<file path="config.mk">
export PLATFORM = sky130hd
export DESIGN_NAME = wfifo_ingress
export DESIGN_NICKNAME = d
export VERILOG_FILES = /design/src/rtl/fifo_pkg.sv /design/src/rtl/wfifo_skid_buf.sv /design/src/rtl/wfifo_ingress.sv
export SDC_FILE = /design/constraint.sdc
export NUM_CORES = 1
export LEC_CHECK = 0
export ABC_CLOCK_PERIOD_IN_PS = 5400
export CORE_ASPECT_RATIO = 1.1
export CORE_MARGIN = 1
export CORE_UTILIZATION = 35
export CTS_CLUSTER_SIZE = 40
export DETAILED_ROUTE_END_ITERATION = 16
export PLACE_DENSITY_LB_ADDON = 0.08
export SLEW_MARGIN = 20
export SYNTH_ARGS = -nofsm -noshare
export SYNTH_HDL_FRONTEND = slang
export SYNTH_HIERARCHICAL = 1
export SYNTH_SLANG_ARGS = --single-unit
export TNS_END_PERCENT = 1
</file>
<file path="constraint.sdc">
create_clock -name w_clk -period 5.4 [get_ports w_clk]
set_clock_uncertainty 0.15 [all_clocks]
set_input_delay 0.54 -clock w_clk [delete_from_list [all_inputs] [get_ports w_clk]]
set_output_delay 0.54 -clock w_clk [all_outputs]
set_load 0.02 [all_outputs]
</file>
<file path="src/rtl/fifo_pkg.sv">
// rtl/fifo_pkg.sv - shared async FIFO types, defaults and Gray helpers
package fifo_pkg;

  localparam int DATA_WIDTH_DEF = 8;
  localparam int ADDR_WIDTH_DEF = 4;

  typedef enum logic [1:0] {
    OCC_EMPTY = 2'd0,
    OCC_ONE   = 2'd1,
    OCC_TWO   = 2'd2
  } occ_e;

  // Pointers are zero-extended to 32 bits; the upper zeros do not disturb
  // the prefix XOR, so callers cast the result back to their pointer width.
  function automatic logic [31:0] gray2bin(input logic [31:0] g);
    logic [31:0] b;
    for (int i = 0; i < 32; i++) begin
      b[i] = ^(g >> i);
    end
    return b;
  endfunction

endpackage

</file>
<file path="src/rtl/wfifo_skid_buf.sv">
// rtl/wfifo_skid_buf.sv - 2-entry valid/ready skid register feeding the FIFO write port
module wfifo_skid_buf
  import fifo_pkg::*;
#(
  parameter int DATA_WIDTH = DATA_WIDTH_DEF
) (
  input  logic                  w_clk,
  input  logic                  w_rstn,
  input  logic                  in_valid,
  input  logic [DATA_WIDTH-1:0] in_data,
  output logic                  in_ready,
  output logic                  out_valid,
  output logic [DATA_WIDTH-1:0] out_data,
  input  logic                  out_ready
);

  occ_e                  state;
  logic [DATA_WIDTH-1:0] sk_data;
  logic                  accept;
  logic                  commit;

  assign accept = in_valid & in_ready;
  assign commit = out_valid & out_ready;

  // out_valid is its own flop so w_en never sees full or in_valid combinationally.
  always_ff @(posedge w_clk or negedge w_rstn) begin
    if (!w_rstn) begin
      state     <= OCC_EMPTY;
      in_ready  <= 1'b0;
      out_valid <= 1'b0;
      out_data  <= '0;
      sk_data   <= '0;
    end else begin
      in_ready <= 1'b1;
      case (state)
        OCC_EMPTY: begin
          if (accept) begin
            out_data  <= in_data;
            out_valid <= 1'b1;
            state     <= OCC_ONE;
          end
        end
        OCC_ONE: begin
          if (accept && commit) begin
            out_data <= in_data;
          end else if (accept) begin
            sk_data  <= in_data;
            state    <= OCC_TWO;
            in_ready <= 1'b0;
          end else if (commit) begin
            out_valid <= 1'b0;
            state     <= OCC_EMPTY;
          end
        end
        OCC_TWO: begin
          if (commit) begin
            out_data <= sk_data;
            state    <= OCC_ONE;
          end else begin
            in_ready <= 1'b0;
          end
        end
        default: begin
          out_valid <= 1'b0;
          state     <= OCC_EMPTY;
        end
      endcase
    end
  end

endmodule

</file>
<file path="src/rtl/wfifo_ingress.sv">
// rtl/wfifo_ingress.sv - write-side front end: skid buffer, fill level and almost-full
module wfifo_ingress
  import fifo_pkg::*;
#(
  parameter int DATA_WIDTH = DATA_WIDTH_DEF,
  parameter int ADDR_WIDTH = ADDR_WIDTH_DEF
) (
  input  logic                  w_clk,
  input  logic                  w_rstn,
  input  logic                  in_valid,
  input  logic [DATA_WIDTH-1:0] in_data,
  output logic                  in_ready,
  output logic                  w_en,
  output logic [DATA_WIDTH-1:0] w_data,
  input  logic                  full,
  input  logic [ADDR_WIDTH:0]   wptr_gray,
  input  logic [ADDR_WIDTH:0]   wq2_rptr,
  input  logic [ADDR_WIDTH:0]   af_thresh,
  output logic [ADDR_WIDTH:0]   fill_level,
  output logic                  almost_full
);

  localparam int PW = ADDR_WIDTH + 1;

  logic [PW-1:0] wbin;
  logic [PW-1:0] rbin;
  logic [PW-1:0] level_next;

  wfifo_skid_buf #(
    .DATA_WIDTH(DATA_WIDTH)
  ) u_skid (
    .w_clk    (w_clk),
    .w_rstn   (w_rstn),
    .in_valid (in_valid),
    .in_data  (in_data),
    .in_ready (in_ready),
    .out_valid(w_en),
    .out_data (w_data),
    .out_ready(~full)
  );

  assign wbin = PW'(gray2bin(32'(wptr_gray)));
  assign rbin = PW'(gray2bin(32'(wq2_rptr)));
  // Modular subtraction absorbs pointer wrap; the stale read pointer only over-reports.
  assign level_next = wbin - rbin;

  always_ff @(posedge w_clk or negedge w_rstn) begin
    if (!w_rstn) begin
      fill_level  <= '0;
      almost_full <= 1'b0;
    end else begin
      fill_level  <= level_next;
      almost_full <= (level_next >= af_thresh);
    end
  end

endmodule
</file>
==> metrics.md <==
| Metric | Value |
|---|---|
| Reg2reg start | `u_skid/state[0]$_DFFE_PN0P_` |
| CP Class | `in -> reg` |
| #FFs+latches synth | `26` |
| Mux contribution to synthesized area | `about 11%` |
| Max-Cap Viols | `0` |
| Gpl congestion | `~0.76` |
| Final Net Count | `about 230` |
| DP HPWL | `2260 µm` |
| Ant diodes | `0` |
| Worst-path maximum fanout | `3` |
| PortBufs | `between 40 and 50` |
| Post-synthesis cell count | `approximately 140` |
| Post-Synth Adder-Cell Area | `12.4%` |
| Final period util | `about three fifths` |
| Total track usage | `14.2%` |
| Critical Path Sink Type | `flip-flop` |
| Critical Path RT | `5420 ps` |
| Number of remaining DRC errors | `0` |
| Post-CTS sizing | `0` |
| Post-synthesis compound-gate area fraction | `between 10% and 20%` |
| Slew @ Worst Pin | `roughly 950 ps` |
| Die Span X | `66.0 µm` |
| Postcts setup bufs | `0` |
| WP data arrival | `3330 ps` |
| Worst reg2reg path endpoint | `u_skid/out_data[1]$_DFFE_PN0P_` |
| Grt total ovfl | `0` |
| Max Fclk | `between 300 and 400 MHz` |
| Area growth, synth to finish | `33.5%` |
| Max Slew Vio Count | `0` |
| Final setup vio count | `0` |
| Initial antenna violation count | `0` |
| Simple-gate share of the synthesized area | `under 10%` |
| 1st-pass router iterations | `4` |
| Synth cell types | `32` |
| Min cycle time layout | `approximately 3300 ps` |
| Fraction of synthesized cell area in xor and xnor cells | `a little under a tenth` |
| CP peak stage delay | `between 500 and 600 ps` |
| Total power | `between 1 and 1.5 mW` |
| FF-to-FF path depth | `5` |
| Die ar. | `roughly 0.0048 mm²` |
| H-tree depth | `1` |
| Layout cells sized above 1 | `between 10% and 20%` |
| Clock Latency Late Sink | `260 ps` |
| DR vias | `approximately 1100` |
| Slowest stage cell, crit path | `clkdlybuf4s50_1` |
| Syn avg cell area | `about 11 µm²` |
| Hold EP | `u_skid/sk_data[1]$_DFFE_PN0P_` |
| Clk slew on worst S/H paths | `around 90 ps` |
| Clk pwr share | `approximately 14%` |
| Setup TNS | `0 ps` |
| Hold path cells | `1` |
| Switching Share | `about two fifths` |
| Outcome | `finished clean` |
| Post-Syn Nets | `between 150 and 200` |
| DRT Wirelength | `2990 µm` |
| ANT nets after route | `0` |
| Max VDD drop | `around 180 µV` |
| CTS tree | `built` |
| Hold Buf Count CTS | `0` |
| Final Hold Fails | `0` |
| Comb power frac | `55.4%` |
| Vias per cell | `4.82` |
| Starting Density | `around 37%` |
| Power per cell area | `550 mW/mm²` |
| Startpoint types | `primary input` |
| CP Cell Sequence | `clkdlybuf4s50_1, xor2_2, xor2_2, xnor2_2, xor2_1, ha_1, fa_1, inv_1, a21o_1, a21oi_1, xnor2_1, ha_1, a21o_1` |
| Hold Startpoint | `u_skid/sk_data[1]$_DFFE_PN0P_` |
| RSZ-0062 raised after global routing | `no` |
| Initial DRC Count | `30` |
| Largest net degree at the start of global routing | `27` |
| TritonCTS buffer count | `3` |
| Net Switching | `between 0.4 and 0.5 mW` |
| Worst slew margin | `36.4%` |
| # fillers | `roughly 390` |
| Sequential share of power | `slightly above 30%` |
| Vias in the first global route | `~1200` |
| Post-Syn Area | `between 0.0015 and 0.002 mm²` |
| Reg-to-reg slack, setup | `2860 ps` |
| Cell Int Power | `around 0.7 mW` |
| Yosys warnings | `6` |
| Main combinational cell family by area after synthesis | `compound AO/OA/AOI/OAI gates` |
| Chip height | `72.4 µm` |
| Root Driver | `clkbuf_8` |
| HP Class | `reg -> reg` |
| TritonCTS Sinks | `26` |
| First-pass GRT wire length | `roughly 5200 µm` |
| CTS Buffer Depth | `2` |
| Sequential share of the synthesized area | `between 40% and 50%` |
| Core ar. | `about 0.0043 mm²` |
| Rows | `25` |
| IO Pins | `between 40 and 50` |
| Static leakage | `0.915 nW` |
| DR WL/cell | `~13 µm` |
[power by group through the flow]
| stage | logic [mW] | registers [mW] | clock network, mW |
|---|---|---|---|
| 3_5_place_dp | 0.643 | 0.361 | 0 |
| 2_1_floorplan | 0.376 | 0.419 | 0 |
| 4_1_cts | 0.649 | 0.358 | 0.166 |
| 6_report | 0.641 | 0.357 | 0.158 |
| 3_3_place_gp | 0.631 | 0.357 | 0 |
| 5_1_grt | 0.709 | 0.374 | 0.175 |
[worst max-delay path by stage]
| stage | start | endpoint | slack (ps) |
|---|---|---|---|
| final | wptr_gray[4] | almost_full$_DFF_PN0_ | 2090 |
| after global routing | wptr_gray[4] | almost_full$_DFF_PN0_ | 1850 |
| after CTS | wptr_gray[4] | almost_full$_DFF_PN0_ | 2040 |
| after detailed placement | wptr_gray[4] | almost_full$_DFF_PN0_ | 1740 |
| after global placement | wptr_gray[4] | almost_full$_DFF_PN0_ | 1790 |
| after floorplan | wptr_gray[4] | almost_full$_DFF_PN0_ | 2530 |
[cell usage after synthesis (all sizes together)]
master / n / area [µm²]
xor2: 5 / 73.8
nand4: 1 / 12.5
clkbuf: 2 / 7.51
o21ai: 2 / 10.0
ha: 14 / 175
a21boi: 2 / 15.0
o22ai: 1 / 6.26
xnor2: 7 / 76.3
inv: 14 / 52.6
fa: 1 / 20.0
nand2b: 1 / 6.26
nor2: 11 / 41.3
a2bb2oi: 1 / 8.76
a21oi: 15 / 82.6
a21o: 3 / 22.5
a31oi: 3 / 18.8
a31o: 1 / 8.76
dfrtp: 26 / 651
mux2i: 8 / 80.1
buf: 4 / 31.3
nand3: 4 / 20.0
a2111oi: 1 / 27.5
nor4b: 1 / 8.76
a211oi: 1 / 7.51
mux2: 8 / 90.1
nand2: 6 / 22.5
[sequential cells by signal (all words and copies together), names as in the netlist]
signal	flops
almost_full	1
fill_level	5
u_skid/in_ready	1
u_skid/out_data	8
u_skid/out_valid	1
u_skid/sk_data	8
u_skid/state	2
[worst max-delay path: cells and delay by family]
kind | cells | cell delay (ps)
AOI/OAI and AO/OA | 3 | 320
xor gates and xnor gates | 5 | 930
adders and majority gates | 3 | 910
buffers and inverters | 2 | 610
[per-stage QoR]
step           cells  instance area, µm²  setup slack, ps  util [%]  hold WS (ps)
2_1_floorplan    143                1580             2530         -          94.4
3_3_place_gp     234                2030             1790      47.1           337
3_5_place_dp     234                2030             1740      47.1           345
4_1_cts          238                2100             2040      48.8           366
5_1_grt          238                2100             1850      48.8           375
6_report         238                2100             2090      48.8           363
[per-layer routing]
layer	up-vias	track usage [%]	routed length (µm)
met3	2	3.14	172
met1	542	17.2	1330
met2	39	24.7	1470
met5	-	0	0
li1	563	-	-
met4	0	4.73	13
[cells by family after synthesis]
kind of cell,count (synthesis)
muxes,16
xor gates and xnor gates,12
and+or+nand+nor,24
buffers and inverters,20
AOI/OAI and AO/OA,30
DFF,26
adders and majority gates,15
[area by class of cell]
| class | count | area (µm²) | share of cell area, % |
|---|---|---|---|
| clock buffer | 3 | 41.3 | 1.96 |
| clock inverter | 1 | 30.0 | 1.43 |
| inverter | 14 | 52.6 | 2.50 |
| multi-input combinational | 97 | 835 | 39.7 |
| sequential | 26 | 651 | 30.9 |
| tap | 54 | 67.6 | 3.21 |
| timing repair buffer | 43 | 428 | 20.3 |
[cells in the final DEF (no fill, tap or decap)]
| cell | netlist | layout |
|---|---|---|
| clkbuf_8 | 0 | 3 |
| nand4_2 | 1 | 1 |
| a31oi_1 | 3 | 3 |
| a211oi_1 | 1 | 1 |
| nand3_1 | 4 | 4 |
| clkdlybuf4s50_1 | 0 | 42 |
| a2bb2oi_1 | 1 | 1 |
| a21oi_1 | 13 | 13 |
| nand2b_1 | 1 | 1 |
| inv_1 | 14 | 14 |
| a2111oi_4 | 1 | 1 |
| a21boi_1 | 1 | 1 |
| a31o_2 | 1 | 1 |
| xor2_1 | 1 | 1 |
| nor4b_1 | 1 | 1 |
| a21oi_2 | 2 | 2 |
| o21ai_0 | 2 | 2 |
| mux2_2 | 8 | 8 |
| xor2_2 | 4 | 4 |
| o22ai_1 | 1 | 1 |
| ha_1 | 14 | 14 |
| a21o_1 | 3 | 3 |
| dfrtp_1 | 26 | 26 |
| a21boi_0 | 1 | 1 |
| nor2_1 | 11 | 11 |
| fa_1 | 1 | 1 |
| buf_4 | 2 | 1 |
| nand2_1 | 6 | 6 |
| xnor2_2 | 2 | 2 |
| bufinv_16 | 0 | 1 |
| mux2i_1 | 8 | 8 |
| xnor2_1 | 5 | 5 |
Note: power is estimated with default switching activity, not from simulation.
